==> src/rtl/sensor_debounce.sv <==
// Two-channel input conditioner for the car-park beam sensors.
// Each channel has a 2-flop synchroniser, a stability counter and registered edge pulses.
module sensor_debounce #(
    parameter int DEBOUNCE_CYCLES = 1000000,
    parameter int CNT_W           = 20
) (
    input  logic clk,
    input  logic reset,
    input  logic a_raw,
    input  logic b_raw,
    output logic a,
    output logic b,
    output logic a_rise,
    output logic a_fall,
    output logic b_rise,
    output logic b_fall
);

    typedef enum logic {
        STABLE  = 1'b0,
        PENDING = 1'b1
    } state_t;

    localparam logic [CNT_W-1:0] TERM = CNT_W'(DEBOUNCE_CYCLES - 1);

    // Channel index 0 is the outer beam (a), index 1 the inner beam (b).
    logic [1:0]       raw;
    logic [1:0]       s1;
    logic [1:0]       s2;
    logic [1:0]       clean;
    logic [1:0]       clean_nxt;
    logic [1:0]       rise;
    logic [1:0]       rise_nxt;
    logic [1:0]       fall;
    logic [1:0]       fall_nxt;
    logic [CNT_W-1:0] cnt     [2];
    logic [CNT_W-1:0] cnt_nxt [2];
    state_t           state   [2];

    assign raw = {b_raw, a_raw};

    always_ff @(posedge clk or negedge reset) begin
        if (!reset) begin
            s1 <= '0;
            s2 <= '0;
        end else begin
            s1 <= raw;
            s2 <= s1;
        end
    end

    // State is whether the synchronised level disagrees with the clean output.
    always_comb begin
        for (int i = 0; i < 2; i++) begin
            state[i]     = (s2[i] != clean[i]) ? PENDING : STABLE;
            cnt_nxt[i]   = '0;
            clean_nxt[i] = clean[i];
            rise_nxt[i]  = 1'b0;
            fall_nxt[i]  = 1'b0;
            case (state[i])
                STABLE: begin
                    cnt_nxt[i] = '0;
                end
                PENDING: begin
                    if (cnt[i] == TERM) begin
                        clean_nxt[i] = s2[i];
                        rise_nxt[i]  = s2[i];
                        fall_nxt[i]  = ~s2[i];
                    end else begin
                        cnt_nxt[i] = cnt[i] + 1'b1;
                    end
                end
                default: begin
                    cnt_nxt[i] = '0;
                end
            endcase
        end
    end

    always_ff @(posedge clk or negedge reset) begin
        if (!reset) begin
            cnt[0] <= '0;
            cnt[1] <= '0;
            clean  <= '0;
            rise   <= '0;
            fall   <= '0;
        end else begin
            cnt[0] <= cnt_nxt[0];
            cnt[1] <= cnt_nxt[1];
            clean  <= clean_nxt;
            rise   <= rise_nxt;
            fall   <= fall_nxt;
        end
    end

    assign a      = clean[0];
    assign b      = clean[1];
    assign a_rise = rise[0];
    assign a_fall = fall[0];
    assign b_rise = rise[1];
    assign b_fall = fall[1];

endmodule

==> config.mk <==
export PLATFORM = sky130hd
export DESIGN_NAME = sensor_debounce
export DESIGN_NICKNAME = d
export VERILOG_FILES = /design/src/rtl/sensor_debounce.sv
export SDC_FILE = /design/constraint.sdc
export NUM_CORES = 1
export LEC_CHECK = 0
export BUFFER_PORTS_ARGS = -buffer_cell sky130_fd_sc_hd__buf_2
export CAP_MARGIN = 10
export CORE_MARGIN = 10
export CORE_UTILIZATION = 55
export DETAILED_ROUTE_END_ITERATION = 10
export GPL_ROUTABILITY_DRIVEN = 0
export GPL_TIMING_DRIVEN = 0
export MAX_ROUTING_LAYER = met4
export PLACE_DENSITY = 0.75
export RECOVER_POWER = 50
export SYNTH_ARGS = -nofsm -noshare
export SYNTH_HDL_FRONTEND = slang
export SYNTH_SLANG_ARGS = --single-unit
==> constraint.sdc <==
create_clock -name clk -period 1.9 [get_ports clk]
set_clock_uncertainty 0.05 [all_clocks]
set_input_delay 0.095 -clock clk [delete_from_list [all_inputs] [get_ports clk]]
set_output_delay 0.095 -clock clk [all_outputs]
set_load 0.03 [all_outputs]
==> results of run 1 <==
worst max-delay path, stage by stage (launching register included):
cell and delay (ns):
sky130_fd_sc_hd__dfrtp_1 0.44, sky130_fd_sc_hd__nor4b_1 0.31, sky130_fd_sc_hd__nand2_1 0.14, sky130_fd_sc_hd__or4_4 0.47, sky130_fd_sc_hd__mux2_4 0.31
logic make-up after synthesis:
family,share of synthesized area
simple gates,0.272
flops,0.514
xor+xnor,0.101
compound gates,0.0653
buf+inv,0.0262
mux,0.0108
fa+ha+maj,0.0103
cells in the mapped netlist (all sizes together), types with 3 or more instances:
library cell / count
and3: 5
nand4b: 5
nor2: 35
nand3b: 4
nor4: 12
nand2: 18
xnor2: 22
dfrtp: 50
clkbuf: 4
nor3: 7
nand3: 8
o21ai: 6
xor2: 6
inv: 7
nand4: 11
nor3b: 4
a21oi: 9
or4: 3
flip-flops by register name (all words and copies together), names as in the netlist:
name / count
cnt: 40
clean: 2
fall: 2
rise: 2
s1: 2
s2: 2
per-stage QoR:
step	area [um2]	cells
final	2810	318
after global routing	2810	318
after CTS	2730	311
after detailed placement	2540	296
after global placement	2540	296
after floorplan	2430	235
area by class of cell:
| class | count | share of cell area |
|---|---|---|
| plain buffers | 4 | 0.0112 |
| clock buffers | 5 | 0.0245 |
| clock inverters | 3 | 0.0143 |
| inverters | 7 | 0.00937 |
| multi-input cells | 172 | 0.413 |
| flip-flops and latches | 50 | 0.446 |
| well taps | 52 | 0.0232 |
| repair buffers | 25 | 0.0580 |
layer usage:
| metal | up-vias | track usage |
|---|---|---|
| met5 | - | - |
| met2 | 45 | 0.177 |
| met1 | 916 | 0.168 |
| met3 | 4 | 0.0291 |
| met4 | 0 | 0.0442 |
| li1 | 893 | - |
report_power, final:
part           internal [mW]  switching (mW)
sequential              1.08          0.0125
clock                  0.387           0.335
combinational         0.0423          0.0515
total                   1.51           0.399
timing repair:
item                                    CTS  global route
cloned                                    0             1
endpoints found under the setup margin   25            20
pin swaps                                 2             3
gates resized for setup                   5             7
setup buffers                             4             8
hold buffers                              3             0
endpoints found under the hold margin    52             0
final timing paths:
path | from | end | slack (ns)
worst max-delay path | cnt[33] | clean[0] | 0.07
min in group asynchronous | reset | cnt[32] | 0.53
worst min register to register | s1[0] | s2[0] | 0.31
max in group asynchronous | reset | cnt[9] | 0.55
worst max register to register | cnt[33] | clean[0] | 0.07
worst min-delay path | s1[0] | s2[0] | 0.31
==> summary.md, run 1 <==
| Metric | Value |
|---|---|
| Result of the run | `complete, no violations` |
| TritonCTS clock tree | `yes` |
| Arrival time reported for the critical path endpoint | `roughly 2.0 ns` |
| Max-slew headroom | `0.195` |
| DR top layer | `met4` |
| Prevailing post-synth register cell | `sky130_fd_sc_hd__dfrtp_1` |
| Depth of the worst register-to-register path | `4` |
| Pwr/cell area | `roughly 680 nW/um2` |
| Number of library cell types mapped by synthesis | `37` |
| Post-synth top area cell | `sky130_fd_sc_hd__dfrtp_1` |
| Area of the die | `between 7000 and 8000 um2` |
| Per-instance average area after synthesis | `just over 10 um2` |
| Worst-Margin Slew | `~1.2 ns` |
| Gate Count Post-Synth | `around 240` |
| Fin nets | `271` |
| Number of I/O port buffers | `9` |
| Reported max-cap violation count | `0` |
| Fraction of layout instances using a drive strength above 1 | `0.184` |
| Met3 routed WL | `213 um` |
| Cell types occupying the most area after synthesis | `sky130_fd_sc_hd__dfrtp_1 (51%), sky130_fd_sc_hd__xnor2_1 (7.9%), sky130_fd_sc_hd__nor2_1 (5.4%)` |
| Clk root buf | `sky130_fd_sc_hd__clkbuf_8` |
| Total power consumption of the routed design | `approximately 1.9 mW` |
| Number of primary I/O pins | `10` |
| Fill cell count | `roughly 350` |
| Overall routing resource usage | `0.124` |
| Final critical-path share of the clock period | `0.964` |
| Initial antenna violation count | `0` |
| Number of DRC markers in iteration 0 | `roughly 130` |
| Unrepaired setup endpoints after global routing | `false` |
| Final routed DRC violation total | `0` |
| Fraction of the core area covered by cells at the end of the flow | `0.649` |
| Critical path peak fanout | `4` |
| Maximum number of pins on one net before global-route repair | `about 50` |
| Sequential cell area in the final layout | `1250 um2` |
| H-tree levels | `2` |
| Final worst slack | `0.0687 ns` |
| Number of CTS-inserted buffers | `5` |
| Standby leakage power | `between 1 and 1.5 nW` |
| Max Fclk | `around 550 MHz` |
| Critical Path Start Type | `flip-flop` |
| Max Slew Vio Count | `0` |
| Initial cell density of the core | `0.563` |
| Chip Width | `86.5 um` |
| Yosys top cell area share | `0.514` |
| Vias in the first global route | `~1.6k` |
| Layout-stage area growth over the synthesis result | `15.3%` |
| Final-report setup violation count | `0` |
| Wire length on met1 | `around 2.2 mm` |
| Total detailed-routing wirelength | `4.69 mm` |
| Clock Tree Buf Depth | `2` |
| Total standard cell area after synthesis | `2430 um2` |
| Wire per inst | `around 15 um` |
| Count of antenna diodes in the layout | `0` |
| Asr flop ratio synth | `1.00` |
| Clock-pin slew reported for the worst setup and hold paths after clock tree synthesis | `0.09 ns` |
| Setup CP Type | `reg2reg` |
| Sequential-to-total area share from yosys stat | `0.514` |
| Worst slack after detailed placement | `-0.114 ns` |
| Hold Worst Slack | `0.312 ns` |
| Worst hold path cell count | `0` |
| Worst VDD drop | `~0.6 mV` |
| Element type at the critical path end | `flip-flop` |
| Tightest Hold Check Type | `reg2reg` |
| Total vias in the final route | `roughly 1.9k` |
| Post-route setup TNS | `0 ns` |
| Number of flip-flops and latches in the synthesized netlist | `50` |
| Synth warnings | `0` |
| Most common cell after layout, fill and taps aside | `sky130_fd_sc_hd__dfrtp_1` |
| Via density per instance | `approximately 5.8` |
| Global-route wire length before repair | `roughly 7.5 mm` |
| Synthesized net count | `between 200 and 250` |
| Std-Cell Rows | `24` |
| TritonCTS Sinks | `50` |
| Detailed placement HPWL | `about 3 mm` |
| Number of enable-type register cells in the synthesized netlist | `0` |
| Combined area of the multi-input logic cells | `between 1000 and 1500 um2` |
| Number of search-and-repair iterations in the first detailed-routing pass | `4` |
| Critical path required time | `between 2 and 2.5 ns` |
| Met2 routed WL | `about 2.2 mm` |
| Final number of hold-violating endpoints | `0` |
| Post-layout min period | `around 1.8 ns` |
| Area of the core region | `4320 um2` |
| Clock latency at the later pin of the worst-skew pair | `around 0.30 ns` |
| Routed Antenna Nets | `0` |
| Die height | `just under 90 um` |
| Commonest cells after routing, fill and taps aside | `sky130_fd_sc_hd__dfrtp_1 (50), sky130_fd_sc_hd__nor2_1 (35), sky130_fd_sc_hd__xnor2_1 (22)` |
| Overall overflow remaining after global route | `0` |
No activity file was read; power rests on OpenSTA's default activity.
==> inputs of run 2 (changes only) <==
- ABC_AREA: default -> 1
- clock period: 1.9 -> 1.68 ns (I/O delays scaled with it)
==> summary.md, run 2 <==
| Metric | Value |
|---|---|
| Result of the run | `complete, no violations` |
| Final number of hold-violating endpoints | `0 (unchanged)` |
| Worst VDD drop | `0.435 mV (-27%)` |
| Detailed placement HPWL | `3.66 mm (+22%)` |
| Depth of the worst register-to-register path | `8 (+4)` |
| Wire per inst | `12.2 um (-17%)` |
| Slowest cell on the critical path | `sky130_fd_sc_hd__dfrtp_1` |
| Routed Antenna Nets | `0 (unchanged)` |
| Number of search-and-repair iterations in the first detailed-routing pass | `4 (unchanged)` |
| Number of CTS-inserted buffers | `5 (unchanged)` |
| Yosys top cell area share | `0.472 (-0.0423)` |
| Asr flop ratio synth | `1.00 (unchanged)` |
| Number of instances resized during post-cts repair | `0 (-5)` |
| Prevailing post-synth register cell | `sky130_fd_sc_hd__dfrtp_1` |
| Clk root buf | `sky130_fd_sc_hd__clkbuf_8` |
| Clock-pin slew reported for the worst setup and hold paths after clock tree synthesis | `0.08 ns (about the same)` |
| Number of primary I/O pins | `10 (unchanged)` |
| Fin nets | `361 (+33%)` |
| Area of the die | `8000 um2 (+6.9%)` |
| TritonCTS clock tree | `yes` |
| Final worst slack | `0.152 ns (+0.0836 ns)` |
| Tightest Hold Check Type | `reg2reg` |
| Sequential cell area in the final layout | `1250 um2 (unchanged)` |
| Number of library cell types mapped by synthesis | `25 (-32%)` |
| Cell types occupying the most area after synthesis | `sky130_fd_sc_hd__dfrtp_1 (47%), sky130_fd_sc_hd__nor2_1 (12%), sky130_fd_sc_hd__nand2_1 (8.8%)` |
| Post-CTS Hold Buffers | `3 (unchanged)` |
| Reg-to-reg endpoint | `cnt[6]` |
| Reported max-cap violation count | `0 (unchanged)` |
| Worst slack after detailed placement | `0.153 ns (+0.266 ns)` |
| Critical path required time | `1.82 ns (-0.22 ns)` |
| Vias in the first global route | `2,148 (+33%)` |
| Die height | `89.4 um (+3.4%)` |
| Final-report setup violation count | `0 (unchanged)` |
| Number of enable-type register cells in the synthesized netlist | `0 (unchanged)` |
| Most common cell in the synthesized netlist | `sky130_fd_sc_hd__nor2_1` |
| Critical hold path startpoint | `s1[1]` |
| Sequential-to-total area share from yosys stat | `0.472 (-0.0423)` |
| Hold Worst Slack | `0.303 ns (-0.00845 ns)` |
| Total vias in the final route | `2,090 (+12%)` |
| Std-Cell Rows | `25 (+4.2%)` |
| Total standard cell area after synthesis | `2650 um2 (+9.0%)` |
| Number of flip-flops and latches in the synthesized netlist | `50 (unchanged)` |
| Via density per instance | `5.10 (-13%)` |
| Unrepaired setup endpoints after global routing | `false` |
| Reg with most FFs | `cnt` |
| Fill cell count | `417 (+20%)` |
| Initial antenna violation count | `0 (unchanged)` |
| Element type at the critical path end | `flip-flop` |
| Post-synth top area cell | `sky130_fd_sc_hd__dfrtp_1` |
| Worst hold path cell count | `0 (unchanged)` |
| Max-slew headroom | `0.224 (+0.0291)` |
| Most frequent cells after synthesis | `sky130_fd_sc_hd__nor2_1 (85), sky130_fd_sc_hd__nand2_1 (62), sky130_fd_sc_hd__dfrtp_1 (50), sky130_fd_sc_hd__inv_1 (25), sky130_fd_sc_hd__nand3_1 (22)` |
| Critical Path Start Type | `flip-flop` |
| Overall routing resource usage | `0.150 (+0.0265)` |
| Standard cell area after detailed placement | `2760 um2 (+8.7%)` |
| Commonest cells after routing, fill and taps aside | `sky130_fd_sc_hd__nor2_1 (88), sky130_fd_sc_hd__nand2_1 (62), sky130_fd_sc_hd__dfrtp_1 (50)` |
| Number of I/O port buffers | `9 (unchanged)` |
| Post-layout min period | `1.53 ns (-0.304 ns)` |
| Max Fclk | `655 MHz (+20%)` |
| Maximum number of pins on one net before global-route repair | `51 (unchanged)` |
| Slowest cell delay on critical path | `0.38 ns (-0.09 ns)` |
| Final routed DRC violation total | `0 (unchanged)` |
| Number of DRC markers in iteration 0 | `117 (-9.3%)` |
| Synthesized net count | `342 (+42%)` |
| Post-route setup TNS | `0 ns (unchanged)` |
| Area of the core region | `4690 um2 (+8.5%)` |
| Initial cell density of the core | `0.565 (+0.00230)` |
| Fraction of layout instances using a drive strength above 1 | `0.132 (-0.0522)` |
| Clock latency at the later pin of the worst-skew pair | `0.30 ns (about the same)` |
| Worst-Margin Slew | `1.16 ns (-0.0437 ns)` |
| Standby leakage power | `1.25 nW (+9.6%)` |
| Most common cell after layout, fill and taps aside | `sky130_fd_sc_hd__nor2_1` |
| Buffers inserted during post-CTS setup optimization | `0 (-4)` |
| Critical register-to-register path startpoint | `cnt[0]` |
| Global-route wire length before repair | `9.37 mm (+24%)` |
| Chip Width | `89.4 um (+3.4%)` |
| Per-instance average area after synthesis | `7.89 um2 (-24%)` |
| Pwr/cell area | `743 nW/um2 (+9.4%)` |
| Total detailed-routing wirelength | `5.02 mm (+7.1%)` |
| Max Slew Vio Count | `0 (unchanged)` |
| Clock Tree Buf Depth | `2 (unchanged)` |
| TritonCTS Sinks | `50 (unchanged)` |
| Layout-stage area growth over the synthesis result | `8.78%` |
| Final critical-path share of the clock period | `0.909 (-0.0545)` |
| Number of flip-flops in the largest register | `40 (unchanged)` |
| Combined area of the multi-input logic cells | `1250 um2 (+8.0%)` |
| Register-to-register path setup slack | `0.15 ns (+0.08 ns)` |
| Overall overflow remaining after global route | `0 (unchanged)` |
| H-tree levels | `2 (unchanged)` |
| Critical path peak fanout | `7 (+3)` |
| Number of cells in the design after placement | `399 (+35%)` |
| Gate Count Post-Synth | `336 (+43%)` |
| Post-Layout Inst Area | `2880 um2 (+2.8%)` |
| Setup CP Type | `reg2reg` |
| Crit-path cells | `ha_1, nand2_1, nor2_2, nand2_1, nor2_2, a21oi_4, inv_4, nor2_1` |
| Hold-critical path endpoint | `s2[1]` |
| Final non-filler cell total | `410 (+29%)` |
| Count of antenna diodes in the layout | `0 (unchanged)` |
| Synth warnings | `0 (unchanged)` |
| Arrival time reported for the critical path endpoint | `1.67 ns (-0.30 ns)` |
run 2: cell count changes in the layout (fill, tap and decap cells not counted), sizes merged, moves of 5 or more:
cell	previous run	this run
nor2	35	102
nand2	18	72
inv	7	35
nand3	8	25
xnor2	22	5
buf	17	2
nor4	12	0
xor2	6	13
and3	5	0
nand4	11	6
nand4b	5	0
run 2: critical path, delay by kind of cell, from the launching register on:
family                   cells  cell delay, ns
AO/OA/AOI/OAI                1            0.13
adder cells (fa/ha/maj)      1            0.20
buffers and inverters        1            0.12
flip-flops                   1            0.38
AND/OR/NAND/NOR              5            0.54
run 2: power by group:
part | internal (mW) | switching (mW) | leakage, nW
Combinational | 0.0234 | 0.0572 | 0.519
Sequential | 1.22 | 0.0113 | 0.684
Clock | 0.444 | 0.388 | 0.0514
run 2: worst max-delay path by stage:
| stage | startpoint | end | slack [ns] | cells after the start |
|---|---|---|---|---|
| CTS | cnt[0] | cnt[6] | 0.14 | 8 |
| floorplan | clean[0] | cnt[25] | 0.32 | 6 |
| detailed placement | cnt[0] | cnt[6] | 0.15 | 8 |
| finish | cnt[0] | cnt[6] | 0.15 | 8 |
| global route | cnt[0] | cnt[9] | 0.01 | 8 |
| global placement | cnt[0] | cnt[9] | 0.19 | 8 |
run 2: cell type report:
type	instances	share of cell area
multi-input combinational	251	0.434
sequential	50	0.434
inverter	35	0.0464
clock inverter	2	0.0130
tap	54	0.0234
clock buffer	6	0.0252
timing repair buffer	12	0.0234
run 2: cell families (layout without fill, tap and decap cells):
| logic type | after synthesis | after routing | share of synthesized area |
|---|---|---|---|
| and+or+nand+nor | 217 | 217 | 0.377 |
| DFF | 50 | 50 | 0.472 |
| buffers and inverters | 35 | 55 | 0.0505 |
| xor gates and xnor gates | 18 | 18 | 0.0595 |
| AOI/OAI and AO/OA | 14 | 14 | 0.0316 |
| adders and majority gates | 2 | 2 | 0.00944 |
run 2: stage by stage:
step	power, mW	utilization
final	2.14	0.614
after global routing	2.25	0.614
after CTS	2.17	0.619
after detailed placement	1.33	0.589
after global placement	1.33	0.589
after floorplan	1.29	-
run 2: routing by layer:
metal	track usage	routed length, um	vias up	part of all wire
li1	-	-	1086	-
met1	0.166	2210	956	0.44
met2	0.261	2540	37	0.51
met3	0.0328	180	11	0.036
met4	0.0535	87	0	0.017
met5	-	0	-	0
==> inputs of run 3 (changes only) <==
--- a/constraint.sdc
+++ b/constraint.sdc
@@ -4,2 +4,2 @@
 set_output_delay 0.084 -clock clk [all_outputs]
-set_load 0.03 [all_outputs]
+set_load 0.005 [all_outputs]
==> summary.md, run 3 (synthesis gave the netlist of run 2 again) <==
| Metric | Value |
|---|---|
| Detailed placement HPWL | `3.66 mm (unchanged)` |
| Area of the core region | `4690 um2 (unchanged)` |
| Via density per instance | `5.10 (unchanged)` |
| Max-slew headroom | `0.224 (unchanged)` |
| Crit-path cells | `ha_1, nand2_1, nor2_2, nand2_1, nor2_2, a21oi_4, inv_4, nor2_1` |
| Slowest cell on the critical path | `sky130_fd_sc_hd__dfrtp_1` |
| Number of flip-flops in the largest register | `40 (unchanged)` |
| Worst-Margin Slew | `1.16 ns (unchanged)` |
| Flop pwr share | `0.574 (about the same)` |
| Number of primary I/O pins | `10 (unchanged)` |
| TritonCTS clock tree | `yes` |
| Buffers inserted during post-CTS setup optimization | `0 (unchanged)` |
| Most common cell after layout, fill and taps aside | `sky130_fd_sc_hd__nor2_1` |
| TritonCTS Sinks | `50 (unchanged)` |
| Vias in the first global route | `2,148 (unchanged)` |
| Overall overflow remaining after global route | `0 (unchanged)` |
| Clock Tree Buf Depth | `2 (unchanged)` |
| Result of the run | `complete, no violations` |
| Final routed DRC violation total | `0 (unchanged)` |
| Critical Path Start Type | `flip-flop` |
| Standby leakage power | `1.25 nW (unchanged)` |
| Final number of hold-violating endpoints | `0 (unchanged)` |
| Wire per inst | `12.2 um (unchanged)` |
| Pwr/cell area | `743 nW/um2 (unchanged)` |
| Reg with most FFs | `cnt` |
| Critical path required time | `1.82 ns (about the same)` |
| Max Fclk | `655 MHz (unchanged)` |
| Std-Cell Rows | `25 (unchanged)` |
| Worst VDD drop | `0.435 mV (unchanged)` |
| Number of search-and-repair iterations in the first detailed-routing pass | `4 (unchanged)` |
| Switching portion of total power | `0.213 (unchanged)` |
| Overall routing resource usage | `0.150 (unchanged)` |
| Total vias in the final route | `2,090 (unchanged)` |
| Final critical-path share of the clock period | `0.909 (unchanged)` |
| Fraction of power consumed by the clock network | `0.388 (about the same)` |
| Critical path peak fanout | `7 (unchanged)` |
| Fin nets | `361 (unchanged)` |
| Total detailed-routing wirelength | `5.02 mm (unchanged)` |
| Standard cell area after detailed placement | `2760 um2 (unchanged)` |
| Commonest cells after routing, fill and taps aside | `sky130_fd_sc_hd__nor2_1 (88), sky130_fd_sc_hd__nand2_1 (62), sky130_fd_sc_hd__dfrtp_1 (50)` |
| Post-CTS Hold Buffers | `3 (unchanged)` |
| Global-route wire length before repair | `9.37 mm (unchanged)` |
| Post-Layout Inst Area | `2880 um2 (unchanged)` |
| Count of antenna diodes in the layout | `0 (unchanged)` |
| Unrepaired setup endpoints after global routing | `false` |
| Area of the die | `8000 um2 (unchanged)` |
| Number of I/O port buffers | `9 (unchanged)` |
| Total power consumption of the routed design | `2.14 mW (unchanged)` |
| Final-report setup violation count | `0 (unchanged)` |
| Post-route setup TNS | `0 ns (unchanged)` |
| Slowest cell delay on critical path | `0.38 ns (about the same)` |
| Max Slew Vio Count | `0 (unchanged)` |
| Number of DRC markers in iteration 0 | `117 (unchanged)` |
| Number of instances resized during post-cts repair | `0 (unchanged)` |
| Layout-stage area growth over the synthesis result | `8.78% (unchanged)` |
| Fraction of layout instances using a drive strength above 1 | `0.132 (unchanged)` |
| Tightest Hold Check Type | `reg2reg` |
| Setup CP Type | `reg2reg` |
| Chip Width | `89.4 um (unchanged)` |
| Die height | `89.4 um (unchanged)` |
| Relative contribution of combinational cells to total power | `0.038 (about the same)` |
| Cell internal pwr | `1.69 mW (unchanged)` |
| Post-layout min period | `1.53 ns (unchanged)` |
| H-tree levels | `2 (unchanged)` |
| Element type at the critical path end | `flip-flop` |
| Reported max-cap violation count | `0 (unchanged)` |
| Arrival time reported for the critical path endpoint | `1.67 ns (about the same)` |
| Sw Pwr | `0.456 mW (unchanged)` |
| Number of CTS-inserted buffers | `5 (unchanged)` |
| Maximum number of pins on one net before global-route repair | `51 (unchanged)` |
| Routed Antenna Nets | `0 (unchanged)` |
| Initial antenna violation count | `0 (unchanged)` |
| Top cell family by delay on the critical path | `simple AND/OR/NAND/NOR gates` |
| Clock-pin slew reported for the worst setup and hold paths after clock tree synthesis | `0.08 ns (about the same)` |
| Clock latency at the later pin of the worst-skew pair | `0.30 ns (about the same)` |
| Buffer and inverter count on the worst path | `1 (unchanged)` |
| Initial cell density of the core | `0.565 (unchanged)` |
| Clk root buf | `sky130_fd_sc_hd__clkbuf_8` |
==> run 3: cell count changes in the layout (fill, tap and decap cells not counted) <==
cell / previous run / this run
sky130_fd_sc_hd__clkbuf_1: 7 / 6
sky130_fd_sc_hd__buf_1: 0 / 1
==> run 3: final timing paths <==
| path | start | to | slack, ns | cells past startpoint |
|---|---|---|---|---|
| min | s1[1] | s2[1] | 0.30 | 0 |
| max | cnt[0] | cnt[6] | 0.15 | 8 |
| max reg2reg | cnt[0] | cnt[6] | 0.15 | 8 |
| min in group asynchronous | reset | cnt[34] | 0.49 | 2 |
| max in group asynchronous | reset | cnt[15] | 0.38 | 2 |
| min reg2reg | s1[1] | s2[1] | 0.30 | 0 |
==> run 3: routing by layer <==
metal | wire length, um | vias up | GRT usage
met5 | 0 | - | -
met4 | 87 | 0 | 0.0535
met3 | 179 | 11 | 0.0328
met2 | 2540 | 37 | 0.261
met1 | 2210 | 956 | 0.166
li1 | - | 1086 | -
==> run 3: per-stage QoR <==
step,worst slack [ns],instances,hold WS [ns],util
2_1_floorplan,0.370,336,-0.262,-
3_3_place_gp,0.191,399,0.141,0.589
3_5_place_dp,0.153,399,0.144,0.589
4_1_cts,0.135,410,0.304,0.619
5_1_grt,0.0100,410,0.319,0.614
6_report,0.152,410,0.303,0.614
==> run 3: area by class of cell <==
| type | count | area, um2 |
|---|---|---|
| Clock buffer | 6 | 72.6 |
| Clock inverter | 2 | 37.5 |
| Fill cell | 417 | 1810 |
| Inverter | 35 | 134 |
| Multi-Input combinational cell | 251 | 1250 |
| Sequential cell | 50 | 1250 |
| Tap cell | 54 | 67.6 |
| Timing Repair Buffer | 12 | 67.6 |
==> run 3: power groups by stage <==
stage / clock network, mW / logic, mW / registers, mW
final: 0.832 / 0.0806 / 1.23
after CTS: 0.857 / 0.0841 / 1.23
after global placement: 0 / 0.0754 / 1.25
after detailed placement: 0 / 0.0788 / 1.25
after global routing: 0.916 / 0.0974 / 1.23
after floorplan: 0 / 0.0407 / 1.25
